`src/rtl/bcd_controle.sv`:
```
// Measurement-window controller for the BCD frequency-meter digit chain.
// Optional post-load display hold: define BCD_HOLD_EN.
module bcd_controle #(
    parameter int GATE_CYCLES = 1000,
    parameter int HOLD_CYCLES = 500
) (
    input  logic ck,
    input  logic rst_s,
    input  logic run,
    input  logic sig,
    input  logic all_max,
    output logic cnt_rst,
    output logic cnt_enb,
    output logic ld,
    output logic gate,
    output logic busy,
    output logic ovf
);

    localparam int TW = $clog2(GATE_CYCLES);
    localparam logic [TW-1:0] T_LAST = TW'(GATE_CYCLES - 1);
`ifdef BCD_HOLD_EN
    localparam int HW = (HOLD_CYCLES > 1) ? $clog2(HOLD_CYCLES) : 1;
    localparam logic [HW-1:0] H_LAST = HW'(HOLD_CYCLES - 1);
`endif

    typedef enum logic [2:0] {
        IDLE  = 3'd0,
        CLEAR = 3'd1,
        GATE  = 3'd2,
        LOAD  = 3'd3,
        HOLD  = 3'd4
    } state_t;

    state_t          r_state;
    state_t          w_nxt;
    logic            r_s1;
    logic            r_s2;
    logic            r_s3;
    logic            w_edge;
    logic [TW-1:0]   r_timer;
    logic            r_sticky;
    logic            r_ovf;
    logic            r_cnt_rst;
    logic            r_ld;
    logic            r_gate;
    logic            r_busy;
`ifdef BCD_HOLD_EN
    logic [HW-1:0]   r_hold;
`endif

    // Pulse is built only from flops, so the digit enable cannot glitch.
    assign w_edge  = r_s2 & ~r_s3;
    assign cnt_enb = w_edge & (r_state == GATE);

    assign cnt_rst = r_cnt_rst;
    assign ld      = r_ld;
    assign gate    = r_gate;
    assign busy    = r_busy;
    assign ovf     = r_ovf;

    // Next-state decode; run is only consulted at window boundaries.
    always_comb begin
        w_nxt = r_state;
        case (r_state)
            IDLE: begin
                if (run) w_nxt = CLEAR;
                else     w_nxt = IDLE;
            end
            CLEAR: w_nxt = GATE;
            GATE: begin
                if (r_timer == T_LAST) w_nxt = LOAD;
                else                   w_nxt = GATE;
            end
            LOAD: begin
`ifdef BCD_HOLD_EN
                w_nxt = HOLD;
`else
                if (run) w_nxt = CLEAR;
                else     w_nxt = IDLE;
`endif
            end
            HOLD: begin
`ifdef BCD_HOLD_EN
                if (r_hold == H_LAST) begin
                    if (run) w_nxt = CLEAR;
                    else     w_nxt = IDLE;
                end else begin
                    w_nxt = HOLD;
                end
`else
                w_nxt = IDLE;
`endif
            end
            default: w_nxt = IDLE;
        endcase
    end

    // State, synchroniser, timers, overflow and Moore outputs registered from the next state.
    always_ff @(posedge ck) begin
        if (rst_s) begin
            r_state   <= IDLE;
            r_s1      <= 1'b0;
            r_s2      <= 1'b0;
            r_s3      <= 1'b0;
            r_timer   <= '0;
            r_sticky  <= 1'b0;
            r_ovf     <= 1'b0;
            r_cnt_rst <= 1'b0;
            r_ld      <= 1'b0;
            r_gate    <= 1'b0;
            r_busy    <= 1'b0;
`ifdef BCD_HOLD_EN
            r_hold    <= '0;
`endif
        end else begin
            r_state   <= w_nxt;
            r_s1      <= sig;
            r_s2      <= r_s1;
            r_s3      <= r_s2;
            r_cnt_rst <= (w_nxt == CLEAR);
            r_gate    <= (w_nxt == GATE);
            r_ld      <= (w_nxt == LOAD);
            r_busy    <= (w_nxt != IDLE);
            case (r_state)
                CLEAR: begin
                    r_timer  <= '0;
                    r_sticky <= 1'b0;
                end
                GATE: begin
                    if (r_timer != T_LAST) r_timer <= r_timer + TW'(1);
                    else                   r_timer <= r_timer;
                    if (cnt_enb && all_max) r_sticky <= 1'b1;
                    else                    r_sticky <= r_sticky;
                end
                LOAD: begin
                    // Captured on the same edge the digit registers load.
                    r_ovf <= r_sticky;
`ifdef BCD_HOLD_EN
                    r_hold <= '0;
`endif
                end
                HOLD: begin
`ifdef BCD_HOLD_EN
                    r_hold <= r_hold + HW'(1);
`endif
                end
                default: begin
                end
            endcase
        end
    end

endmodule

```
`config.mk`:
```
export PLATFORM = sky130hd
export DESIGN_NAME = bcd_controle
export DESIGN_NICKNAME = d
export VERILOG_FILES = /design/src/rtl/bcd_controle.sv
export SDC_FILE = /design/constraint.sdc
export NUM_CORES = 1
export LEC_CHECK = 0
export CORE_MARGIN = 2
export CORE_UTILIZATION = 35
export CTS_CLUSTER_SIZE = 12
export DETAILED_ROUTE_END_ITERATION = 6
export GPL_ROUTABILITY_DRIVEN = 0
export HOLD_SLACK_MARGIN = 0.06
export MAX_ROUTING_LAYER = met4
export PLACE_DENSITY = 0.54
export SYNTH_ARGS = -nofsm -noshare
export SYNTH_HDL_FRONTEND = slang
export SYNTH_SLANG_ARGS = --single-unit
```
`constraint.sdc`:
```
create_clock -name ck -period 2.5 [get_ports ck]
set_clock_uncertainty 0.15 [all_clocks]
set_input_delay 0.5 -clock ck [delete_from_list [all_inputs] [get_ports ck]]
set_output_delay 0.5 -clock ck [all_outputs]
set_load 0.02 [all_outputs]
```
==> impl_metrics.yaml <==
pwr:
  power_density_nw_per_um2: 542
  leakage_nw: 0.400
  irDropWorstVdd_uv: 360
floorplanning:
  ios: 11
  dieArea_um2: 3300
  start_util_pct: 36.5
  die_w_um: 57.4
  core_um2: 2730
  rows: 19
  die_y_um: 57.4
finish:
  instances_no_fill: 149
  mostFrequentLayoutCells: "21 x dfxtp_1, 10 x a21oi_1, 10 x clkdlybuf4s50_1, 8 x nor2_1, 8 x nand3_1"
  final_nets: 128
  syn_to_final_growth_pct: 14.0
  layout-drive-gt1-share_pct: 14.4
  fill_cells: 279
  mostFrequentLayoutCell: "dfxtp_1"
  num_antenna_cells: 0
detailed_routing:
  drtAntennaViolNets: 0
  vias_per_cell: 5.30
  drcViolationCount: 0
  vias: 790
  routed_wl_um: 1850
  drt-pass1-iter-count: 4
  first_iter_violations: 13
  wl_per_cell_um: 12.4
worst_setup_path:
  worstSetupStartpointType: "register"
  critPathTopFamily: "buffers and inverters"
  cp_num_buf_inv: 2
  cp-startpoint: "r_state[0]"
  worstReg2RegStart: "r_timer[1]"
  crit_path_end: "cnt_enb"
  cp.depth: 4
  slowest_stage: "clkdlybuf4s50_1"
  critPathMaxStageDelay_ns: 0.53
  rr_worst_depth: 5
  timing.rr.end: "r_timer[8]"
  path_cells: "inv_1, ha_1, and3b_1, clkdlybuf4s50_1"
  crit_arrival_ns: 1.68
  cp.required_ns: 1.85
  path_class: "register to primary output"
  critPathCaptureType: "primary output"
  critPathMaxFanout: 3
  r2r_slack_ns: 0.52
cts:
  cts_buffers: 3
  cts_root_buf: "clkbuf_4"
  cts_tree: "built"
  cts_resized: 0
  clkLatencyLatePin_ns: 0.31
  clk_path_buf_depth: 2
  htreeDepth: 1
  cts-hold-fix-buffers: 0
  cts_setup_buffers: 0
  path_clk_slew_ns: 0.12
  clkSinkCount: 21
synthesis:
  ys_ff_latch: 21
  synthCells: 106
  syn_area_um2: 998
  syn_avg_cell_area_um2: 9.42
  synth_flop_cell: "dfxtp_1"
  ys_top_cells_by_area: "dfxtp_1 42%, a21oi_1 5.0%, ha_1 5.0%, buf_6 4.5%, nand3_1 4.0%"
  syn_nets: 115
  yosysSeqAreaShare_pct: 42.1
  synth-edff-count: 0
  yosysTopAreaCell: "dfxtp_1"
  ys_warn_count: 0
  synth_cell_type_count: 37
  synth_top_cell_area_share_pct: 42.1
  async_reset_ff_share_pct: 0
global_route:
  grt_pass1_vias: 743
  antenna_found_initial: 0
  grt_pass1_wl_um: 3300
  overflow: 0
  grt_usage_pct: 13.2
  grt_max_degree: 25
place:
  dp_hpwl_um: 1370
  port_buffers: 10
  dp_cells: 145
outcome:
  status: "completed"
sta:
  fin_tns_setup_ns: 0
  min_period_ns: 2.33
  hold_viol_final: 0
  slew_headroom_pct: 84.8
  fmax_mhz: 430
  worst_pin_slew_ns: 0.227
  rsz0062_at_grt: "false"
  timing.final.crit_share_pct: 93.1
  finalSetupViolations: 0
  slew_viol_final: 0
hold_path:
  holdPathStages: 1
  hold_path_class: "register to register"
run:
  cap_violations: 0
-- logic make-up after synthesis --
kind of cell / Yosys count / synth area share [%]
AO/OA/AOI/OAI: 21 / 14.0
adder cells (fa/ha/maj): 4 / 5.01
AND/OR/NAND/NOR: 47 / 29.2
flip-flops: 21 / 42.1
multiplexers: 2 / 2.01
XOR/XNOR: 1 / 0.877
buffers and inverters: 10 / 6.77
-- worst min-delay path by stage --
stage | from | endpoint
floorplan | r_s1 | r_s2
global placement | r_s1 | r_s2
detailed placement | r_s1 | r_s2
CTS | r_s1 | r_s2
global route | r_s1 | r_s2
finish | r_s1 | r_s2
-- routing by layer --
layer / part of all wire [%] / global-route usage [%] / wire (µm) / up-vias
li1: - / - / - / 407
met1: 50 / 16.0 / 921 / 372
met2: 46 / 21.3 / 848 / 9
met3: 3.7 / 4.31 / 68 / 2
met4: 0.65 / 2.99 / 12 / 0
met5: 0 / - / 0 / -
-- final cells by class --
class / instances / area (µm²) / share of cell area, %
repair buffers: 13 / 123 / 10.8
clock buffers: 3 / 22.5 / 1.98
flip-flops and latches: 21 / 420 / 36.9
clock inverters: 1 / 5.00 / 0.440
well taps: 31 / 38.8 / 3.41
multi-input cells: 75 / 510 / 44.8
inverters: 5 / 18.8 / 1.65
-- worst register-to-register path, stage by stage, from the launching register on --
cell and delay [ns]:
dfxtp_1 0.40, ha_1 0.26, and4_2 0.26, nand4_1 0.14, or4b_2 0.62, nand3_1 0.10
-- report_power, final --
part | switching (W) | leakage [nW] | internal (W)
clock network | 0.000107 | 0.0177 | 0.0000597
logic | 0.0000502 | 0.211 | 0.0000413
registers | 0.00000972 | 0.171 | 0.000350
total | 0.000167 | 0.400 | 0.000451
-- registers in the layout, summed over array words and instances, names as in the netlist --
name	flops
gate	1
r_sticky	1
r_state	2
ovf	1
busy	1
ld	1
cnt_rst	1
r_s3	1
r_timer	10
r_s2	1
r_s1	1
-- synthesized netlist by cell type (all sizes together) (2+ instances only) --
master and number:
dfxtp 21, a21oi 10, nand3 8, nor2 8, inv 5, buf 4
ha 4, nand2 4, nor2b 3, nor3 3, nor3b 3, or3 3
a31oi 2, and4 2, mux2i 2, nand2b 2, nand4 2, or4b 2
-- per-stage QoR --
stage	hold WS, ns	utilization [%]	setup slack [ns]	power, W	cell area [µm²]
2_1_floorplan	0.264	-	0.688	0.000432	998
3_3_place_gp	0.267	40.6	0.540	0.000458	1110
3_5_place_dp	0.274	40.6	0.496	0.000459	1110
4_1_cts	0.304	41.6	0.135	0.000627	1140
5_1_grt	0.330	41.6	0.0578	0.000652	1140
6_report	0.307	41.6	0.172	0.000617	1140
(Power assumes the default switching activity.)
